<file path="src/rtl/stride_sector_coalescer.sv">
`default_nettype none
// stride_sector_coalescer: turns one strided warp request into cache-line transactions
// carrying per-sector coverage masks, either as a full span or as a consecutive-merge walk.
module stride_sector_coalescer #(
  parameter int ADDR_W       = 64,
  parameter int COUNT_W      = 16,
  parameter int LINE_BYTES   = 128,
  parameter int SECTOR_BYTES = 32
) (
  input  logic                                 clk,
  input  logic                                 rst,
  input  logic                                 req_valid,
  output logic                                 req_ready,
  input  logic [ADDR_W-1:0]                    base_addr,
  input  logic [ADDR_W-1:0]                    stride,
  input  logic [$clog2(LINE_BYTES):0]          elem_bytes,
  input  logic [COUNT_W-1:0]                   elem_count,
  input  logic                                 mode_span,
  output logic                                 tx_valid,
  input  logic                                 tx_ready,
  output logic [ADDR_W-1:0]                    tx_addr,
  output logic [LINE_BYTES/SECTOR_BYTES-1:0]   tx_sector_mask,
  output logic                                 tx_last,
  output logic                                 busy,
  output logic                                 err_cfg
);

  localparam int NSEC   = LINE_BYTES / SECTOR_BYTES;
  localparam int OFF_W  = $clog2(LINE_BYTES);
  localparam int SEC_SH = $clog2(SECTOR_BYTES);
  localparam int EB_W   = OFF_W + 1;
  localparam int SI_W   = OFF_W - SEC_SH;
  localparam logic [ADDR_W-1:0] LINE_MASK = ~ADDR_W'(LINE_BYTES - 1);
  localparam logic [ADDR_W-1:0] LINE_STEP = ADDR_W'(LINE_BYTES);

  typedef enum logic [2:0] {
    S_IDLE  = 3'd0,
    S_SPAN  = 3'd1,
    S_WALK  = 3'd2,
    S_EMIT  = 3'd3,
    S_FLUSH = 3'd4
  } state_t;

  state_t              state;
  logic [ADDR_W-1:0]   base_q;
  logic [ADDR_W-1:0]   stride_q;
  logic [EB_W-1:0]     eb_q;
  logic [COUNT_W-1:0]  cnt_q;
  logic [COUNT_W-1:0]  idx;
  logic [ADDR_W-1:0]   cur_addr;
  logic                hi_piece;
  logic                walk_done;
  logic                pend_valid;
  logic [ADDR_W-1:0]   pend_line;
  logic [NSEC-1:0]     pend_mask;
  logic [ADDR_W-1:0]   span_end;

  // Current element piece: the low-line part, or the high-line part of a straddler.
  logic [ADDR_W-1:0]   end_addr;
  logic [ADDR_W-1:0]   line_lo;
  logic [ADDR_W-1:0]   line_hi;
  logic                straddle;
  logic [ADDR_W-1:0]   piece_line;
  logic [SI_W-1:0]     first_sec;
  logic [SI_W-1:0]     last_sec;
  logic [NSEC-1:0]     piece_mask;
  logic [NSEC-1:0]     merged_mask;
  logic                elem_end;
  logic                last_piece;
  logic                same_line;

  assign end_addr    = cur_addr + ADDR_W'(eb_q) - ADDR_W'(1);
  assign line_lo     = cur_addr & LINE_MASK;
  assign line_hi     = end_addr & LINE_MASK;
  assign straddle    = (line_lo != line_hi);
  assign piece_line  = hi_piece ? line_hi : line_lo;
  assign first_sec   = hi_piece ? '0 : cur_addr[OFF_W-1:SEC_SH];
  assign last_sec    = (!hi_piece && straddle) ? '1 : end_addr[OFF_W-1:SEC_SH];
  assign elem_end    = hi_piece || !straddle;
  assign last_piece  = elem_end && (idx == cnt_q - COUNT_W'(1));
  assign same_line   = pend_valid && (piece_line == pend_line);
  assign merged_mask = (pend_valid ? pend_mask : '0) | piece_mask;

  always_comb begin
    piece_mask = '0;
    for (int k = 0; k < NSEC; k++) begin
      if (k >= int'(first_sec) && k <= int'(last_sec)) piece_mask[k] = 1'b1;
    end
  end

  // Span bounds: the stride sign decides which end element is lowest.
  logic [ADDR_W-1:0] last_addr;
  logic [ADDR_W-1:0] lo_addr;
  logic [ADDR_W-1:0] hi_start;
  logic [ADDR_W-1:0] hi_addr;

  assign last_addr = base_q + ADDR_W'(cnt_q - COUNT_W'(1)) * stride_q;
  assign lo_addr   = stride_q[ADDR_W-1] ? last_addr : base_q;
  assign hi_start  = stride_q[ADDR_W-1] ? base_q : last_addr;
  assign hi_addr   = hi_start + ADDR_W'(eb_q) - ADDR_W'(1);

  logic req_illegal;
  assign req_illegal = (elem_count == '0) || (elem_bytes == '0) ||
                       (elem_bytes > EB_W'(LINE_BYTES));

  assign req_ready = (state == S_IDLE);
  assign busy      = (state != S_IDLE);

  always_ff @(posedge clk or posedge rst) begin
    if (rst) begin
      state          <= S_IDLE;
      base_q         <= '0;
      stride_q       <= '0;
      eb_q           <= '0;
      cnt_q          <= '0;
      idx            <= '0;
      cur_addr       <= '0;
      hi_piece       <= 1'b0;
      walk_done      <= 1'b0;
      pend_valid     <= 1'b0;
      pend_line      <= '0;
      pend_mask      <= '0;
      span_end       <= '0;
      tx_valid       <= 1'b0;
      tx_addr        <= '0;
      tx_sector_mask <= '0;
      tx_last        <= 1'b0;
      err_cfg        <= 1'b0;
    end else begin
      err_cfg <= 1'b0;
      case (state)
        S_IDLE: begin
          if (req_valid) begin
            base_q   <= base_addr;
            stride_q <= stride;
            eb_q     <= elem_bytes;
            cnt_q    <= elem_count;
            if (req_illegal) begin
              err_cfg <= 1'b1;
            end else begin
              cur_addr   <= base_addr;
              idx        <= '0;
              hi_piece   <= 1'b0;
              walk_done  <= 1'b0;
              pend_valid <= 1'b0;
              pend_mask  <= '0;
              state      <= mode_span ? S_SPAN : S_WALK;
            end
          end
        end

        S_SPAN: begin
          if (!tx_valid) begin
            tx_addr        <= lo_addr & LINE_MASK;
            span_end       <= hi_addr & LINE_MASK;
            tx_sector_mask <= '1;
            tx_last        <= ((lo_addr & LINE_MASK) == (hi_addr & LINE_MASK));
            tx_valid       <= 1'b1;
          end else if (tx_ready) begin
            if (tx_last) begin
              tx_valid <= 1'b0;
              tx_last  <= 1'b0;
              state    <= S_IDLE;
            end else begin
              tx_addr <= tx_addr + LINE_STEP;
              tx_last <= ((tx_addr + LINE_STEP) == span_end);
            end
          end
        end

        S_WALK: begin
          if (!pend_valid || same_line) begin
            pend_valid <= 1'b1;
            pend_line  <= piece_line;
            pend_mask  <= merged_mask;
            if (last_piece) begin
              tx_addr        <= piece_line;
              tx_sector_mask <= merged_mask;
              tx_last        <= 1'b1;
              tx_valid       <= 1'b1;
              state          <= S_FLUSH;
            end
          end else begin
            tx_addr        <= pend_line;
            tx_sector_mask <= pend_mask;
            tx_last        <= 1'b0;
            tx_valid       <= 1'b1;
            pend_line      <= piece_line;
            pend_mask      <= piece_mask;
            walk_done      <= last_piece;
            state          <= S_EMIT;
          end
          if (elem_end) begin
            idx      <= idx + COUNT_W'(1);
            cur_addr <= cur_addr + stride_q;
            hi_piece <= 1'b0;
          end else begin
            hi_piece <= 1'b1;
          end
        end

        S_EMIT: begin
          if (tx_ready) begin
            if (walk_done) begin
              tx_addr        <= pend_line;
              tx_sector_mask <= pend_mask;
              tx_last        <= 1'b1;
              state          <= S_FLUSH;
            end else begin
              tx_valid <= 1'b0;
              state    <= S_WALK;
            end
          end
        end

        S_FLUSH: begin
          if (tx_ready) begin
            tx_valid   <= 1'b0;
            tx_last    <= 1'b0;
            pend_valid <= 1'b0;
            state      <= S_IDLE;
          end
        end

        default: state <= S_IDLE;
      endcase
    end
  end

endmodule
`default_nettype wire

</file>
<file path="config.mk">
export PLATFORM = sky130hd
export DESIGN_NAME = stride_sector_coalescer
export DESIGN_NICKNAME = d
export VERILOG_FILES = /design/src/rtl/stride_sector_coalescer.sv
export SDC_FILE = /design/constraint.sdc
export NUM_CORES = 2
export LEC_CHECK = 0
export ABC_CLOCK_PERIOD_IN_PS = 13500
export CORE_MARGIN = 1
export CORE_UTILIZATION = 31
export DETAILED_ROUTE_END_ITERATION = 10
export PLACE_DENSITY = 0.57
export SKIP_LAST_GASP = 1
export SYNTH_ARGS = -nofsm -noshare
export SYNTH_HDL_FRONTEND = slang
export SYNTH_SLANG_ARGS = --single-unit
export TNS_END_PERCENT = 30
</file>
<file path="constraint.sdc">
create_clock -name clk -period 13.5 [get_ports clk]
set_input_delay 1.35 -clock clk [delete_from_list [all_inputs] [get_ports clk]]
set_output_delay 1.35 -clock clk [all_outputs]
set_load 0.1 [all_outputs]
</file>
==> summary.md <==
| Metric | Value |
|---|---|
| Via count | 62000 |
| Outcome | finished with violations |
| H-tree depth | 2 |
| Share of cells above drive strength 1 | 0.0633 |
| Drt wl/cell | 25.8 um |
| Sequential fraction of the synthesis area | 0.149 |
| Hold path cells | 1 |
| Cell Rows | 174 |
| Clock Tree Buf Depth | 3 |
| IO buf count | 222 |
| Core area | 225000 sq um |
| Synthesized area | 70300 sq um |
| Worst hold path class | reg2reg |
| Finish-stage setup viols | 0 |
| Initial antenna violation count | 13 |
| Fin crit period | 12.84 ns |
| Worst EP required | 14.09 ns |
| Worst-skew pair later-pin latency | 0.70 ns |
| ANT nets after route | 0 |
| Avg Cell Area, Syn | 8.27 sq um |
| Hold-fix buffers, CTS | 0 |
| Number of global-route vias before repair | 62900 |
| WP data arrival | 13.44 ns |
| F_max | 0.0779 GHz |
| Initial DRC Count | 5623 |
| Final WS setup | 0.656 ns |
| Root Driver | clkbuf_16 |
| Crit path max fanout | 49 |
| Post-synthesis cell count | 8502 |
| Slew @ Worst Pin | 1.26 ns |
| Startpoint Class | flip-flop |
| Final hold viol count | 0 |
| First-pass GRT wire length | 437000 um |
| I/O pins | 230 |
| DR vias/cell | 5.39 |
| Initial cell density of the core | 0.312 |
| Synth area leader | fa_1 |
| Initial DRT Pass Iterations | 11 |
| Tot GR Track Use | 0.258 |
| Residual DRC count | 2 |
| CTS Buf Count | 53 |
| Top post-synthesis cells by area | fa_1, dfrtp_1, inv_1, nand2_1, ha_1 |
| Synth Warn # | 0 |
| Critical Path Slowest Stage Cell | fa_1 |
| R2R depth | 43 |
| Failing checks | DRC |
| Die area | 229000 sq um |
| Final hold slack | 0.494 ns |
| Post-synthesis to final-layout area growth | 10.5% |
| Final core utilization | 0.345 |
| Element type at the critical path end | flip-flop |
| Final period util | 0.951 |
| RSZ-0062 raised after global routing | false |
| Setup TNS | 0 ns |
| Synth Flop Type | dfrtp_1 |
| Yosys top cell area share | 0.245 |
| FF+latch count, synth | 420 |
| Largest net degree at the start of global routing | 163 |
| Clock transition at the registers of the reported paths | 0.06 ns |
| CTS tree | done |
| Final nets | 9846 |
| Final WL | 297000 um |
| GP Congestion | 0.986 |
| Top cell by count, worst path | fa_1 |
| Worst slew margin | 0.157 |
| Post-synthesis async set-or-reset flop share | 1.00 |
| Setup Skew | 0.0492 ns |
| Clock Sink Count | 420 |
| DIE WIDTH | 478 um |
| Number of synthesized flops with an enable pin | 0 |
| Max_cap viols | 0 |
| GR Overflow Total | 0 |
| DP HPWL | 248000 um |
| Crit Path Class | reg2reg |
| Final Max Tran Viols | 0 |
| Die height | 478 um |
| Dpl ws | -0.510 ns |
| Slowest stage delay, CP | 0.52 ns |
| Cell variety after synth | 114 |
## placed cells by master (no fill, tap or decap), types with 50 or more instances in the layout
cell type and n:
inv_1 1282, nand2_1 1231, fa_1 862, dfrtp_1 415
o21ai_0 401, nor2_1 367, ha_1 355, a21oi_1 338
xnor2_1 323, and2_1 273, xor2_1 234, clkdlybuf4s50_1 216
mux2_2 182, a21o_1 175, nand3_1 168, nor2b_1 142
buf_4 135, nor3_1 113, mux2i_1 108, nand4_1 102
and3_1 63, a31oi_1 59, clkbuf_16 54, nor4_1 52
o211ai_1 50
## registers in the layout (all words and copies together), names as in the netlist, 3 cells and up
name / flops
pend_line: 57
idx: 16
pend_mask: 4
cur_addr: 64
base_q: 64
stride_q: 64
cnt_q: 16
state: 3
span_end: 57
tx_sector_mask: 4
eb_q: 8
tx_addr: 57
## final cells by class
class                      instances  area (sq um)
inverter                        1290          4850
tap                             2992          3740
antenna                            1          2.50
clock inverter                    19           186
multi-input combinational       6347         53500
timing repair buffer             359          3290
sequential                       420         10500
fill                           23400        147000
clock buffer                      77          1560
## cell families after synthesis
group           share of synthesized area
simple gates                        0.182
buf+inv                            0.0942
compound gates                      0.143
fa+ha+maj                           0.309
xor+xnor                           0.0768
flops                               0.149
mux                                0.0452
other cells                     0.0000533
## path summary, 6_finish.rpt
check                      slack, ns          from            to
setup / recovery                0.66      cnt_q[0]       tx_last
hold / removal                  0.49  pend_mask[3]  pend_mask[3]
setup reg to reg                0.66      cnt_q[0]       tx_last
hold reg to reg                 0.49  pend_mask[3]  pend_mask[3]
max in group asynchronous      10.11           rst      hi_piece
min in group asynchronous       1.09           rst       eb_q[4]
## routing by layer
layer / track usage / share of wire
met5: 0.00357 / 0.00042
met4: 0.141 / 0.065
met3: 0.0295 / 0.063
met2: 0.393 / 0.43
met1: 0.357 / 0.44
## critical path: cells and delay by family, from the launching register on
family,cells,cell delay [ns]
DFF,1,0.41
and+or+nand+nor,7,2.09
xor gates and xnor gates,1,0.18
buffers and inverters,6,0.60
adders and majority gates,9,3.88
AOI/OAI and AO/OA,20,5.50
## through the flow
stage | instances | cell area, sq um
floorplan | 8508 | 70300
global placement | 11400 | 75800
detailed placement | 11400 | 75800
CTS | 11500 | 77600
global route | 11500 | 77700
finish | 11500 | 77700
## Yosys cell counts (59+ instances only)
cell type	n
o21ai_0	403
and3_1	63
inv_1	1284
and2_1	274
fa_1	862
clkbuf_1	357
ha_1	356
nor2b_1	143
a21oi_1	338
a21o_1	175
a31oi_1	59
mux2i_1	108
xor2_1	240
nand2_1	1232
dfrtp_1	420
nor3_1	114
nor2_1	369
nand4_1	102
mux2_2	182
nand3_1	168
xnor2_1	331
## what timing repair did
item                       4_1_cts  5_1_grt
setup endpoints to repair        1        1
gates resized for setup          3       10
setup buffers                    0        7
pin swaps                        0        2
Power is left out: the tool's default activity adds up to more than one toggle a clock period on the data nets, which glitch-free logic cannot reach.
